===== config.mk =====
export PLATFORM = sky130hd
export DESIGN_NAME = id_ex_hazard_ctrl
export DESIGN_NICKNAME = d
export VERILOG_FILES = /design/src/rtl/id_ex_hazard_ctrl.sv
export SDC_FILE = /design/constraint.sdc
export NUM_CORES = 1
export LEC_CHECK = 0
export BUFFER_PORTS_ARGS = -buffer_cell sky130_fd_sc_hd__clkbuf_2
export CORE_AREA = 2 2 39 41
export CTS_BUF_LIST = sky130_fd_sc_hd__clkbuf_8
export DETAILED_ROUTE_END_ITERATION = 7
export DIE_AREA = 0 0 41 43
export SYNTH_ARGS = -nofsm -noshare
export SYNTH_HDL_FRONTEND = slang
export SYNTH_SLANG_ARGS = --single-unit
export TNS_END_PERCENT = 5

===== constraint.sdc =====
create_clock -name clk -period 1.3 [get_ports clk]
set_input_delay 0.13 -clock clk [delete_from_list [all_inputs] [get_ports clk]]
set_output_delay 0.13 -clock clk [all_outputs]
set_load 0.01 [all_outputs]

===== src/rtl/id_ex_hazard_ctrl.sv =====
// Hazard sequencer beside ID/EX: load-use stalls, taken-branch flushes, mem_busy freeze; outputs are zero-latency Mealy decode.
// Optional HAZARD_STATS_EN adds a saturating 16-bit stall_cycles counter of cycles with PC_write=0.
module id_ex_hazard_ctrl #(
  parameter int unsigned LOAD_DELAY   = 1,
  parameter int unsigned FLUSH_CYCLES = 1
) (
  input  logic       clk,
  input  logic       rst,
  input  logic       IDEX_MemRead,
  input  logic [4:0] IDEX_Rt_addr,
  input  logic [4:0] IFID_Rs_addr,
  input  logic [4:0] IFID_Rt_addr,
  input  logic       IFID_uses_Rt,
  input  logic       branch_taken,
  input  logic       mem_busy,
  output logic       PC_write,
  output logic       IFID_write,
  output logic       IFID_flush,
  output logic       IDEX_bubble,
  output logic       pipe_hold,
  output logic [1:0] state_out
`ifdef HAZARD_STATS_EN
  ,
  output logic [15:0] stall_cycles
`endif
);

  typedef enum logic [1:0] {
    RUN      = 2'd0,
    LU_STALL = 2'd1,
    FLUSH    = 2'd2,
    MEM_WAIT = 2'd3
  } state_t;

  localparam logic [2:0] LD_RELOAD = 3'(LOAD_DELAY - 1);
  localparam logic [2:0] FL_RELOAD = 3'(FLUSH_CYCLES - 1);

  state_t     r_state;
  state_t     w_next_state;
  logic [2:0] r_cnt;
  logic [2:0] w_next_cnt;
  logic       w_h;

  assign w_h = IDEX_MemRead && (IDEX_Rt_addr != 5'd0) &&
               ((IDEX_Rt_addr == IFID_Rs_addr) ||
                (IFID_uses_Rt && (IDEX_Rt_addr == IFID_Rt_addr)));

  always_ff @(posedge clk) begin
    if (rst) begin
      r_state <= RUN;
      r_cnt   <= 3'd0;
    end else begin
      r_state <= w_next_state;
      r_cnt   <= w_next_cnt;
    end
  end

  always_comb begin
    PC_write     = 1'b1;
    IFID_write   = 1'b1;
    IFID_flush   = 1'b0;
    IDEX_bubble  = 1'b0;
    pipe_hold    = 1'b0;
    w_next_state = r_state;
    w_next_cnt   = r_cnt;

    if (rst) begin
      PC_write     = 1'b0;
      IFID_write   = 1'b0;
      IFID_flush   = 1'b1;
      IDEX_bubble  = 1'b1;
      w_next_state = RUN;
      w_next_cnt   = 3'd0;
    end else if (mem_busy) begin
      // Freeze never consumes cnt; a freeze from RUN parks in MEM_WAIT.
      PC_write   = 1'b0;
      IFID_write = 1'b0;
      pipe_hold  = 1'b1;
      if (r_state == RUN) w_next_state = MEM_WAIT;
    end else begin
      case (r_state)
        RUN, MEM_WAIT: begin
          w_next_state = RUN;
          if (branch_taken) begin
            IFID_flush  = 1'b1;
            IDEX_bubble = 1'b1;
            if (FLUSH_CYCLES > 1) begin
              w_next_state = FLUSH;
              w_next_cnt   = FL_RELOAD;
            end
          end else if (w_h) begin
            PC_write    = 1'b0;
            IFID_write  = 1'b0;
            IDEX_bubble = 1'b1;
            if (LOAD_DELAY > 1) begin
              w_next_state = LU_STALL;
              w_next_cnt   = LD_RELOAD;
            end
          end
        end
        LU_STALL: begin
          PC_write    = 1'b0;
          IFID_write  = 1'b0;
          IDEX_bubble = 1'b1;
          w_next_cnt  = r_cnt - 3'd1;
          if (r_cnt == 3'd1) w_next_state = RUN;
        end
        FLUSH: begin
          IFID_flush  = 1'b1;
          IDEX_bubble = 1'b1;
          w_next_cnt  = r_cnt - 3'd1;
          if (r_cnt == 3'd1) w_next_state = RUN;
        end
        default: w_next_state = RUN;
      endcase
    end
  end

  assign state_out = r_state;

`ifdef HAZARD_STATS_EN
  logic [15:0] r_stall_cycles;

  always_ff @(posedge clk) begin
    if (rst) begin
      r_stall_cycles <= 16'd0;
    end else if (!PC_write && (r_stall_cycles != 16'hFFFF)) begin
      r_stall_cycles <= r_stall_cycles + 16'd1;
    end
  end

  assign stall_cycles = r_stall_cycles;
`endif

endmodule

# ---- Yosys cells after proc, flatten, opt, wreduce, memory -nomap -nowiden
# Cells that the tools add are included.
dict set report word_totals {
  elab_cells 42
  ram_bits 0
  in_bits 21
  memories 0
  latchBits 0
  register_bits 5
  out_inout_bits 7
  rom_bits 0
}
dict set report op_classes {
  mul 0
  n_eq_ne 8
  add_sub_neg 1
  n_div 0
  reduce_logical 10
  bitwise 1
  n_mux 20
  shift 0
  order_cmp 0
}
# cell count
set op_table {}
lappend op_table {{$mux W1} 13}
lappend op_table {{$eq A5 B5 Y1} 2}
lappend op_table {{$mux W2} 3}
lappend op_table {{$pmux W1 S2} 3}
lappend op_table {{$reduce_bool A5 Y1} 1}
lappend op_table {{$eq A2 B2 Y1 const B} 2}
lappend op_table {{$pmux W2 S2} 1}
lappend op_table {{$reduce_and A2 Y1} 2}
lappend op_table {{$reduce_or A2 Y1} 2}
lappend op_table {{$eq A3 B1 Y1 const B} 1}
lappend op_table {{$logic_and A1 B1 Y1} 3}
lappend op_table {{$ne A3 B1 Y1 const B} 1}
lappend op_table {{$sub A3 B1 Y3 const B} 1}
lappend op_table {{$eq A2 B1 Y1 const B} 1}
lappend op_table {{$logic_not A2 Y1} 1}
lappend op_table {{$ne A2 B1 Y1 const B} 1}
lappend op_table {{$logic_or A1 B1 Y1} 1}
lappend op_table {{$not A1 Y1} 1}

# ---- Longest topological paths before layout
# Gate-level depths: netlist (run 1).
dict set report depth {
  word_depth 9
  ltp_mapped 5
  depth_no_buf 4
}

# ---- Least setup slack after synthesis (run 1)
# OpenSTA, ideal clock, no wires.
dict set report synth_timing {
  path_kind {input to output}
  start {in IDEX_Rt_addr[3]}
  end {out PC_write}
  required_time_ns 1.170
  n_path_buf 1
  cell_stages 5
  t_arrival_ns 1.150
  slack_ns 0.020
  cell_sequence {xor2_1 -> nor4_2 -> a32oi_1 -> o31a_1 -> buf_4}
}
dict set report synth_between {
  elab_chain_cells 9
  elab_cells_between_ends 12
  cone_classes {2 x eq/ne; 5 x mux; 5 x reduce/logical}
}
# item line
set synth_rtl {}
lappend synth_rtl {{from (decl)} 10} ;# input logic [4:0] IDEX_Rt_addr,
lappend synth_rtl {{$eq A5 B5 Y1} 46} ;# (IFID_uses_Rt && (IDEX_Rt_addr == IFID_Rt_addr)));
lappend synth_rtl {{$logic_and A1 B1 Y1} 46}
lappend synth_rtl {{$logic_or A1 B1 Y1} 45} ;# ((IDEX_Rt_addr == IFID_Rs_addr) ||
lappend synth_rtl {{$logic_and A1 B1 Y1 *} 44} ;# assign w_h = IDEX_MemRead && (IDEX_Rt_addr != 5'd0) &&
lappend synth_rtl {{$mux W1 * (2 in series)} --}
lappend synth_rtl {{$pmux W1 S2 *} --}
lappend synth_rtl {{$mux W1 * (2 in series)} --}
lappend synth_rtl {{to (decl)} 16} ;# output logic PC_write,
# Mark *: on every way between the ends. The rest lies on a longest branch, timed or not.

# ---- Worst setup path after layout (run 1)
dict set report layout_timing {
  start {in IDEX_Rt_addr[0]}
  end {out IFID_write}
}
dict set report layout_between {
  elab_chain_cells 9
  elab_cells_between_ends 12
  cone_classes {2 x eq/ne; 5 x mux; 5 x reduce/logical}
}
# item line
set layout_rtl {}
lappend layout_rtl {{$eq A5 B5 Y1} 46}
lappend layout_rtl {{$logic_and A1 B1 Y1} 46}
lappend layout_rtl {{$logic_or A1 B1 Y1} 45}
lappend layout_rtl {{$logic_and A1 B1 Y1 *} 44}
lappend layout_rtl {{$mux W1 *} 91} ;# end else if (w_h) begin
lappend layout_rtl {{$mux W1 *} 84} ;# if (branch_taken) begin
lappend layout_rtl {{$pmux W1 S2 *} 81} ;# case (r_state)
lappend layout_rtl {{$mux W1 *} 74} ;# end else if (mem_busy) begin
lappend layout_rtl {{$mux W1 *} 67} ;# if (rst) begin
lappend layout_rtl {{to (decl)} 17} ;# output logic IFID_write,
# Marked as above.

==> impl_metrics.tcl, run 1 <==
set metrics [dict create \
    outcome "complete, but fails checks" \
    violations "negative setup slack" \
    ant_nets 0 \
    cp-end-kind "output pin" \
    p_int_mw 0.0879 \
    via_count 273 \
    gr-total-overflow 0 \
    die-area_sq_mm 0.00176 \
    io_pins 28 \
    arrival_ps 1250 \
    die_h_microns 43 \
    finalSetupViolations 3 \
    netlist_area_sq_um 205 \
    cts_setup_buffers 0 \
    sw_frac_of_total_pct 35.9 \
    grt-busiest-layer "met2" \
    largest_reg_flops 1 \
    synthCells 27 \
    fin_area_sq_um 362 \
    pwr-share-comb_pct 75.4 \
    ys_types 14 \
    critPathMaxStageDelay_ps 510 \
    drt-total-wl_microns 521 \
    final_cells 69 \
    worstPathRequired_ps 1170 \
    dr.pass1.iters 4 \
    p_sw_mw 0.0492 \
    die_x_microns 41 \
    wl_per_cell_microns 7.55 \
    core-area_sq_mm 0.00138 \
    start_util_pct 14.8 \
    grtUsageMet1_pct 7.91 \
    place_area_sq_um 353 \
    yosys_warnings 0 \
    rsz0062_at_grt "yes" \
    clk_pin_slew_ps 0 \
    gr-usage-met2_pct 11.3 \
    p_per_area_mw_per_mm2 379 \
    relSlewSlack_pct 83.8 \
    max_freq_ghz 0.723 \
    seqPwrFrac_pct 24.6 \
    drive_above_1_share_pct 54.7 \
    ctsHoldBuffers 0 \
    grt_antenna_before_repair 0 \
    rows 14 \
    hold_viol 0 \
    cap_violations 0 \
    drcViolationCount 0 \
    ir_drop_uv 94.1 \
    clkPwrFrac_pct 0 \
    first_iter_violations 5 \
    fin_nets 76 \
    area_delta_synth_final_pct 76.2 \
    avgSynthCellArea_sq_um 7.60 \
    use_met3_pct 0 \
    hold_path.class "input port to register" \
    final_util_pct 26.1 \
    cp_slowest_cell "or4_1" \
    drv_slew 0 \
    synth_seq_cells 1 \
    path_cells "clkbuf_2 -> or4_1 -> o21ai_1 -> o31a_1 -> clkbuf_2" \
    gp_congestion 0.659 \
    place.port_buffers 27 \
    worstSetupPathType "input port to output pin" \
    grt_pass1_vias 219 \
    synth_nets 48 \
    min_period_ps 1380 \
    grt_max_degree 5 \
    antenna_cells 0 \
    viasPerCell 3.96 \
    final_cell_mix "clkbuf_2 (26), xor2_1 (9), nor2_1 (4), inv_1 (2)" \
    grt_first_pass_wirelength_microns 786 \
    fin_crit_sh_pct 106 \
    setup_slack_ps -83.5 \
    yosysSeqAreaShare_pct 9.76 \
    crit_top_cell "clkbuf_2" \
    finalSetupTns_ps -236 \
    worst_pin_slew_ps 244 \
    layout_commonest_cell "clkbuf_2" \
    pre_cts_ws_ps -132 \
    hpwlAfterDp_microns 518 \
    worstSetupStartpointType "input port" \
    nFillCells 148 \
    grt_usage_pct 6.09 \
    worstPathMaxFanout 3 \
    p_leak_nw 0.196 \
    placedCellCount 69 \
]
## critical path: cells and delay by family
| kind | cells | cell delay, ps |
|---|---|---|
| AOI/OAI and AO/OA | 2 | 380 |
| and+or+nand+nor | 1 | 510 |
| buffers and inverters | 2 | 230 |
## layer usage
| layer | part of all wire, % | routed length, microns |
|---|---|---|
| met5 | 0 | 0 |
| met4 | 0 | 0 |
| met3 | 17 | 90 |
| met2 | 43 | 223 |
| met1 | 40 | 207 |
## through the flow
stage	total power, mW	hold WS, ps
after detailed placement	0.137	339
after global placement	0.136	336
final	0.137	334
after CTS	0.139	337
after floorplan	0.0831	197
after global routing	0.151	359
## cell usage after synthesis
cell type  instances  area [sq um]
nor3_1             1          5.00
a21oi_1            1          5.00
nor2_1             4          15.0
o31a_1             1          8.76
buf_4              2          15.0
o31ai_1            1          7.51
a32oi_1            1          8.76
xnor2_1            1          8.76
or4_1              1          7.51
nor4_2             1          12.5
inv_1              2          7.51
o21ai_1            1          5.00
dfxtp_1            1          20.0
xor2_1             9          78.8
## area by class of cell
cell class	count	area (sq um)	share of cell area, %
Multi-Input combinational cell	22	163	45.0
Sequential cell	1	20.0	5.54
Tap cell	16	20.0	5.54
Timing Repair Buffer	28	151	41.9
Inverter	2	7.51	2.08
## cell families (layout without fill, tap and decap cells)
logic type	Yosys count	in the layout	synth area share, %
xor gates and xnor gates	10	10	42.7
and+or+nand+nor	7	7	19.5
AOI/OAI and AO/OA	5	5	17.1
buffers and inverters	4	30	11.0
DFF	1	1	9.76
## path summary, 6_finish.rpt
kind | slack, ps | end | start | depth (start not counted)
worst max-delay path | -80 | IFID_write | IDEX_Rt_addr[0] | 5
worst min-delay path | 330 | state_out[0] | rst | 2
## repair_timing
item	in CTS	in global routing
endpoints found under the setup margin	3	3
pin swaps	2	0
gates resized for setup	1	0
## power groups by stage
stage          logic, mW  registers, mW  clock network [mW]
3_5_place_dp       0.103         0.0339                   0
5_1_grt            0.117         0.0342                   0
2_1_floorplan     0.0485         0.0346                   0
4_1_cts            0.105         0.0338                   0
3_3_place_gp       0.102         0.0337                   0
6_report           0.103         0.0337                   0
Note: power is estimated with default switching activity, not from simulation.
==> inputs of run 2 (changes only) <==
--- a/config.mk
+++ b/config.mk
@@ -10,6 +10,7 @@
 export CTS_BUF_LIST = sky130_fd_sc_hd__clkbuf_8
 export DETAILED_ROUTE_END_ITERATION = 7
 export DIE_AREA = 0 0 41 43
+export PLACE_DENSITY = 0.48
 export SYNTH_ARGS = -nofsm -noshare
 export SYNTH_HDL_FRONTEND = slang
 export SYNTH_SLANG_ARGS = --single-unit
==> run 2 against run 1 <==
Against the previous run: the flow still finishes with violations (negative setup slack); combinational power about the same; sequential share of layout area unchanged; sequential power is essentially flat; critical path type unchanged; largest cell class unchanged; largest power group unchanged; highest routed layer unchanged.
==> impl_metrics.tcl, run 2 (same netlist as run 1, synthesis figures left out) <==
set metrics [dict create \
    fin_area_sq_um 362 \
    worstPathRequired_ps 1170 \
    hold_viol 0 \
    ir_drop_uv 107 \
    setup_slack_ps -47.1 \
    crit_top_cell "clkbuf_2" \
    wl_per_cell_microns 7.61 \
    drcViolationCount 0 \
    core-area_sq_mm 0.00138 \
    clk_pin_slew_ps 0 \
    violations "negative setup slack" \
    arrival_ps 1220 \
    nFillCells 154 \
    cap_violations 0 \
    die-area_sq_mm 0.00176 \
    fin_crit_sh_pct 104 \
    gr-total-overflow 0 \
    via_count 271 \
    met2_wirelength_microns 221 \
    gp_congestion 0.642 \
    path_buf_inv 2 \
    ant_nets 0 \
    crit_start "IDEX_Rt_addr[0]" \
    critPathMaxStageDelay_ps 510 \
    crit_family "simple AND/OR/NAND/NOR gates" \
    rsz0062_at_grt "yes" \
    place.port_buffers 27 \
    worstSetupPathType "input port to output pin" \
    p_per_area_mw_per_mm2 379 \
    min_period_ps 1350 \
    grt_antenna_before_repair 0 \
    dr.pass1.iters 2 \
    largest_reg_flops 1 \
    place_area_sq_um 353 \
    ctsHoldBuffers 0 \
    grt_first_pass_wirelength_microns 876 \
    finalSetupTns_ps -101 \
    pre_cts_ws_ps -92.4 \
    antenna_cells 0 \
    cp_num_cells 5 \
    p_leak_nw 0.196 \
    viasPerCell 3.93 \
    cp_slowest_cell "or4_1" \
    area_delta_synth_final_pct 76.2 \
    layout_commonest_cell "clkbuf_2" \
    hpwlAfterDp_microns 532 \
    drt-total-wl_microns 525 \
    rows 14 \
    max_freq_ghz 0.742 \
    drt-met1-wl_microns 214 \
    die_h_microns 43 \
    final_cells 69 \
    fin_nets 76 \
    drv_slew 0 \
    grt_usage_pct 6.59 \
    first_iter_violations 1 \
    whs_ps 338 \
    grt_max_degree 5 \
    path_cells "clkbuf_2 -> or4_1 -> o21ai_1 -> o31a_1 -> clkbuf_2" \
    worstPathMaxFanout 3 \
    hold_path.class "input port to register" \
    relSlewSlack_pct 85.7 \
    grt_pass1_vias 234 \
    cp-end-kind "output pin" \
    io_pins 28 \
    die_x_microns 41 \
    cts_setup_buffers 0 \
    met3_length_microns 89 \
    worstSetupStartpointType "input port" \
    top_layer_used "met3" \
    final_cell_mix "clkbuf_2 (25), xor2_1 (9), nor2_1 (4), inv_1 (2)" \
    drive_above_1_share_pct 54.7 \
    outcome "complete, but fails checks" \
    placedCellCount 69 \
    cp-endpoint "IFID_write" \
    start_util_pct 14.8 \
    finalSetupViolations 3 \
    worst_pin_slew_ps 214 \
]
[run 2: cell types whose count changed in the layout (fill, tap and decap cells not counted)]
cell / previous run / this run
clkbuf_2: 26 / 25
buf_2: 0 / 1
[run 2: worst min path at each step]
stage	from	to	slack, ps	cells after the start
floorplan	rst	state_out[0]	200	1
global placement	rst	state_out[0]	340	2
detailed placement	rst	state_out[0]	340	2
CTS	rst	state_out[0]	340	2
global route	rst	state_out[0]	350	2
finish	rst	state_out[0]	340	2
[run 2: final cells by class]
class,instances,area [sq um],share of cell area (%)
inverters,2,7.51,2.08
flip-flops and latches,1,20.0,5.54
well taps,16,20.0,5.54
multi-input cells,22,163,45.0
repair buffers,28,151,41.9
[run 2: metal layers]
layer / global-route usage, % / vias up
met1: 9.49 / 102
met2: 11.3 / 25
met4: 0 / 0
met5: 0 / -
met3: 0 / 0
li1: - / 144
[run 2: timing repair]
item	CTS	global route
setup endpoints to repair	3	3
gates resized for setup	1	1
pin swaps	2	1
[run 2: where the power goes]
| part | internal (mW) | leakage [nW] | switching (mW) |
|---|---|---|---|
| combinational | 0.0550 | 0.187 | 0.0483 |
| clock | 0 | 0 | 0 |
| sequential | 0.0330 | 0.00834 | 0.000673 |
| total | 0.0880 | 0.196 | 0.0489 |
[run 2: metrics by stage]
| step | util (%) | power, mW |
|---|---|---|
| floorplan | - | 0.0831 |
| global placement | 25.5 | 0.137 |
| detailed placement | 25.5 | 0.137 |
| CTS | 26.1 | 0.140 |
| global route | 26.1 | 0.152 |
| finish | 26.1 | 0.137 |
